### src/rtl/y86_mc_core.sv
// y86_mc_core: multicycle y86-subset CPU core with a ready-handshaked memory bus.
// Each instruction walks FETCH -> DECODE -> EXEC -> MEM -> WB. Fetch and load/store
// phases stall until bus_ready. Halt and illegal opcodes park the core in HALT
// until reset.
module y86_mc_core #(
  parameter int            DW       = 32,
  parameter int            AW       = 32,
  parameter logic [AW-1:0] RESET_IP = '0,
  parameter int            CW       = 16
) (
  input  logic          clk,
  input  logic          rst,
  output logic [AW-1:0] bus_A,
  input  logic [DW-1:0] bus_in,
  output logic [DW-1:0] bus_out,
  output logic          bus_RE,
  output logic          bus_WE,
  input  logic          bus_ready,
  output logic [7:0]    current_opcode,
  output logic          halted,
  output logic          illegal,
  output logic [CW-1:0] instret
);

  typedef enum logic [2:0] {
    S_FETCH,
    S_DECODE,
    S_EXEC,
    S_MEM,
    S_WB,
    S_HALT
  } state_t;

  state_t state, state_next;

  // Architectural and internal registers. Only the low three instruction bytes
  // are ever decoded, so the top byte of the fetched word is not kept.
  logic [AW-1:0] ip;
  logic [23:0]   ir;
  logic [DW-1:0] regs [8];
  logic          zf;
  logic [DW-1:0] a, b, c, mdrw, mdrr;
  logic [AW-1:0] mar;
  logic          illegal_q;
  logic [CW-1:0] instret_q;

  // Instruction fields and decode
  logic [7:0]    opcode;
  logic [1:0]    mod;
  logic [2:0]    rs, rd;
  logic          is_load, is_store, is_move, is_add, is_sub, is_jnez, is_halt;
  logic          is_mem, is_legal, taken;
  logic [AW-1:0] dist_aw;
  logic [DW-1:0] disp_dw;
  logic [1:0]    len;
  logic [AW-1:0] ip_next;
  logic [DW-1:0] alu_b, alu_out;

  assign opcode  = ir[7:0];
  assign mod     = ir[15:14];
  assign rs      = ir[13:11];
  assign rd      = ir[10:8];
  assign dist_aw = {{(AW-8){ir[15]}}, ir[15:8]};
  assign disp_dw = {{(DW-8){ir[23]}}, ir[23:16]};

  // Decode the opcode/mod pair into one-hot instruction classes and the next IP
  always_comb begin
    is_load  = (opcode == 8'h8B) && (mod == 2'd1);
    is_store = (opcode == 8'h89) && (mod == 2'd1);
    is_move  = (opcode == 8'h89) && (mod == 2'd3);
    is_add   = (opcode == 8'h01);
    is_sub   = (opcode == 8'h29);
    is_jnez  = (opcode == 8'h75);
    is_halt  = (opcode == 8'hF4);
    is_mem   = is_load || is_store;
    is_legal = is_load || is_store || is_move || is_add || is_sub || is_jnez || is_halt;
    taken    = is_jnez && !zf;
    len      = 2'd2;
    if (is_mem) len = 2'd3;
    else if (is_halt) len = 2'd1;
    ip_next  = ip + AW'(len) + (taken ? dist_aw : '0);
  end

  // Shared adder: effective address for memory ops, add/sub result otherwise
  always_comb begin
    alu_b = b;
    if (is_mem) alu_b = disp_dw;
    else if (is_sub) alu_b = ~b;
    alu_out = a + alu_b + DW'(is_sub);
  end

  // State register
  always_ff @(posedge clk or posedge rst) begin
    if (rst) state <= S_FETCH;
    else     state <= state_next;
  end

  // Next-state logic; bus_ready only matters while a request is outstanding
  always_comb begin
    state_next = state;
    case (state)
      S_FETCH:  if (bus_ready) state_next = S_DECODE;
      S_DECODE: state_next = (is_halt || !is_legal) ? S_HALT : S_EXEC;
      S_EXEC:   state_next = S_MEM;
      S_MEM:    if (!is_mem || bus_ready) state_next = S_WB;
      S_WB:     state_next = S_FETCH;
      S_HALT:   state_next = S_HALT;
      default:  state_next = S_FETCH;
    endcase
  end

  // Bus request outputs; the address is forced to zero when idle
  always_comb begin
    bus_A  = '0;
    bus_RE = 1'b0;
    bus_WE = 1'b0;
    case (state)
      S_FETCH: begin
        bus_A  = ip;
        bus_RE = 1'b1;
      end
      S_MEM: begin
        if (is_load) begin
          bus_A  = mar;
          bus_RE = 1'b1;
        end else if (is_store) begin
          bus_A  = mar;
          bus_WE = 1'b1;
        end
      end
      default: ;
    endcase
  end

  // Datapath registers, register file and retire counter
  always_ff @(posedge clk or posedge rst) begin
    if (rst) begin
      ip        <= RESET_IP;
      ir        <= '0;
      zf        <= 1'b0;
      a         <= '0;
      b         <= '0;
      c         <= '0;
      mar       <= '0;
      mdrw      <= '0;
      mdrr      <= '0;
      illegal_q <= 1'b0;
      instret_q <= '0;
      for (int i = 0; i < 8; i++) regs[i] <= '0;
    end else begin
      case (state)
        S_FETCH: if (bus_ready) ir <= bus_in[23:0];
        S_DECODE: begin
          a <= regs[is_mem ? 3'd6 : rd];
          b <= regs[rs];
          if (!is_legal) illegal_q <= 1'b1;
          else if (!is_halt) ip <= ip_next;
        end
        S_EXEC: begin
          mar  <= AW'(alu_out);
          c    <= is_move ? b : alu_out;
          mdrw <= b;
          if (is_add || is_sub) zf <= (alu_out == '0);
        end
        S_MEM: if (is_load && bus_ready) mdrr <= bus_in;
        S_WB: begin
          if (is_load) regs[rs] <= mdrr;
          else if (is_add || is_sub || is_move) regs[rd] <= c;
          instret_q <= instret_q + CW'(1);
        end
        default: ;
      endcase
    end
  end

  assign bus_out        = mdrw;
  assign current_opcode = opcode;
  assign halted         = (state == S_HALT);
  assign illegal        = illegal_q;
  assign instret        = instret_q;

endmodule

### config.mk
export PLATFORM = sky130hd
export DESIGN_NAME = y86_mc_core
export DESIGN_NICKNAME = d
export VERILOG_FILES = /design/src/rtl/y86_mc_core.sv
export SDC_FILE = /design/constraint.sdc
export NUM_CORES = 2
export LEC_CHECK = 0
export ABC_AREA = 1
export CAP_MARGIN = 10
export CORE_UTILIZATION = 45
export CTS_CLUSTER_DIAMETER = 200
export DETAILED_ROUTE_END_ITERATION = 16
export GPL_ROUTABILITY_DRIVEN = 1
export SETUP_SLACK_MARGIN = 0.2
export SYNTH_ARGS = -nofsm -noshare
export SYNTH_HDL_FRONTEND = slang
export SYNTH_SLANG_ARGS = --single-unit
### constraint.sdc
create_clock -name clk -period 22.6 [get_ports clk]
set_input_delay 2.26 -clock clk [delete_from_list [all_inputs] [get_ports clk]]
set_output_delay 2.26 -clock clk [all_outputs]
set_load 0.005 [all_outputs]
==> impl_metrics.tcl <==
set metrics [dict create \
    status "complete, no violations" \
    yosysUniqueCellTypes 58 \
    dp.cells 5378 \
    route.detailed.drc 0 \
    ys_ff_latch 525 \
    cp_top_family "buffers and inverters" \
    timing.reg2reg.setup_slack_ns 17.77 \
    rows 98 \
    cp-end-kind "primary output" \
    synth-warning-count 0 \
    yosys.area_share.adder_pct 3.76 \
    routedWlPerCell_um 23.6 \
    drt_iter0_drc 3993 \
    report.final.setup_viol 0 \
    synth_common_cells "nand2_1 (1,226), inv_1 (585), o21ai_0 (548)" \
    crit_chain "inv_1 > nand2_1 > nor2_4 > nand3_1 > nand2_1 > buf_4 > nand2_1 > clkinv_1 > a22o_1 > clkdlybuf4s50_1" \
    ys_seq_area_share_pct 40.3 \
    synth_area_leaders "dfrtp_1 (40%), nand2_1 (14%), o21ai_0 (8.4%), inv_1 (6.7%), o21ai_1 (3.8%)" \
    h-tree-depth 2 \
    routed_wl_um 129000 \
    cap_viol_max_count 0 \
    vdd_drop_max_mv 0.0799 \
    core_area_um2 71600 \
    synth_top_area_share_pct 40.3 \
    worstMarginPinSlew_ns 1.13 \
    muxShareOfSynthArea_pct 0.277 \
    power_density_nw_per_um2 102 \
    avgSynthCellArea_um2 7.24 \
    synth.most_common_cell "nand2_1" \
    vias_per_cell 5.82 \
    portBuffers 126 \
    clk-insertion-delay-late_ns 0.66 \
    synth_compound_area_share_pct 21.4 \
    synth_top_family_by_area "simple AND/OR/NAND/NOR gates" \
    stdcell_count 5488 \
    diodes 0 \
    grt_pass1_wl_um 193000 \
    cts_tree "built" \
    worstPathMaxFanout 25 \
    crit_path_start_kind "flip-flop" \
    relSlewSlack_pct 24.7 \
    tns_ns 0 \
    synthesis.area_um2 32600 \
    p_leak_nw 16.5 \
    die_w_um 271 \
    dr.pass1.iters 6 \
    track_usage_pct 34.9 \
    clk_path_buf_depth 3 \
    cts_resized 0 \
    cts-root-buf "clkbuf_16" \
    max_freq_mhz 175 \
    required_ns 20.34 \
    layout-drive-gt1-share_pct 5.95 \
    syn-num-nets 4629 \
    cts.clk_slew.worst_paths_ns 0.06 \
    post-route-util_pct 50.9 \
    synth-xor-area-share_pct 1.69 \
    async_reset_ff_share_pct 100 \
    layout.nets 4620 \
    grt_overflow 0 \
    drv_slew 0 \
    synth_ff_type "dfrtp_1" \
    start_util_pct 45.5 \
    antenna_left 0 \
    cts_buffers 60 \
    power_mw 3.70 \
    dp_hpwl_um 83800 \
    synth-edff-count 0 \
    dieArea_um2 73500 \
    reg2regPathDepth 21 \
    clock_sinks 525 \
    crit_slowest_cell "clkinv_1" \
    globalplace.congestion 0.994 \
    critical_path_buf_inv_count 4 \
    area_growth_pct 12.0 \
    holdWs_ns 0.474 \
    holdCritStartpoint "instret[15]" \
    cpMostUsedCell "nand2_1" \
    cts_hold_buf 0 \
    hold_class "flip-flop to flip-flop" \
    slowest_delay_ns 0.64 \
    ios 127 \
    skew_ns 0.0406 \
    r2r-end "c[30]" \
    critical_path_class "flip-flop to primary output" \
    holdPathStages 1 \
    grt_pass1_vias 30000 \
    fillers 7169 \
    yosys.area.top_type "dfrtp_1" \
    num_vias 31900 \
    crit_arrival_ns 3.47 \
    hold_violations 0 \
    min_period_ns 5.73 \
    antenna_found_initial 4 \
    synthSimpleGateAreaFrac_pct 22.0 \
    die_h_um 271 \
    reg2reg_from "ir[1]" \
    post_cts_buffers 0 \
    timing.final.crit_share_pct 25.3 \
    syn_inst 4499 \
    hold-path-endpoint "instret[15]" \
    rsz0062_at_grt "no" \
    grt_max_degree 156 \
]
layer usage:
metal	vias up	share of wire, %	GRT usage [%]
met2	1605	44	53.9
met3	384	9.5	6.29
met4	4	5.0	15.8
li1	14800	-	-
met5	-	0.021	0
met1	15100	42	47.6
registers in the layout, summed over array words and instances, names as in the netlist:
signal and flops:
a 32, b 32, bus_out 32, c 32, illegal 1, instret 16, ip 32, ir 24
mar 32, mdrr 32, regs 256, state 3, zf 1
kinds of logic (layout without fill, tap and decap cells):
family | after synthesis | after routing
muxes | 8 | 8
DFF | 525 | 525
adders and majority gates | 95 | 95
AOI/OAI and AO/OA | 1227 | 1227
xor gates and xnor gates | 63 | 63
and+or+nand+nor | 1723 | 1723
buffers and inverters | 858 | 897
stage by stage:
stage	setup slack (ns)	cell area (um^2)
2_1_floorplan	5.67	32600
3_3_place_gp	16.48	34500
3_5_place_dp	16.47	34500
4_1_cts	16.83	36500
5_1_grt	16.64	36500
6_report	16.87	36500
cell type report:
cell class | count | area [um^2] | share of cell area, %
sequential | 525 | 13100 | 36.0
inverter | 596 | 2250 | 6.17
clock inverter | 25 | 253 | 0.693
clock buffer | 85 | 1750 | 4.78
timing repair buffer | 191 | 1760 | 4.83
tap | 950 | 1190 | 3.26
multi-input combinational | 3116 | 16100 | 44.3
how the worst max path moves through the flow:
stage / startpoint / endpoint / slack, ns / cells past startpoint
2_1_floorplan: rst / a[0] / 5.67 / 1
3_3_place_gp: rst / regs[122] / 16.48 / 5
3_5_place_dp: rst / regs[122] / 16.47 / 5
4_1_cts: ir[3] / bus_A[19] / 16.83 / 9
5_1_grt: ir[2] / bus_A[10] / 16.64 / 11
6_report: ir[2] / bus_A[19] / 16.87 / 10
placed cells by master (no fill, tap or decap), types with 23 or more instances in the layout:
cell type and instances:
o22ai_1 83, o21ai_0 548, nand2_1 1226, a21oi_1 155, inv_1 581, o21ai_1 249
a221oi_1 25, xor2_1 54, dfrtp_1 525, ha_1 90, nor2_1 170, o221ai_1 64
a32oi_1 23, clkbuf_16 60, nand3_1 199, clkdlybuf4s50_1 126, buf_4 64
worst register-to-register path: stages (launching register included):
cell and delay, ns:
dfrtp_1 0.43, inv_2 0.10, nand2_1 0.12, nor2_4 0.21, nand3_1 0.17, nand2_1 0.09, buf_4 0.31, inv_2 0.39
nand2_1 0.18, o21ai_0 0.12, fa_1 0.49, fa_1 0.46, inv_1 0.12, nand2_1 0.08, nand3_1 0.10, nand2_1 0.10
nand2_1 0.19, nand3_1 0.13, nand3_1 0.12, nand2_1 0.10, o21ai_0 0.52, o21ai_0 0.18
where the power goes:
group	internal (mW)	leakage, nW	switching, mW
combinational	0.387	8.36	1.17
sequential	1.02	7.18	0.116
clock	0.581	0.994	0.432
Power figures use the tool's default switching activity.
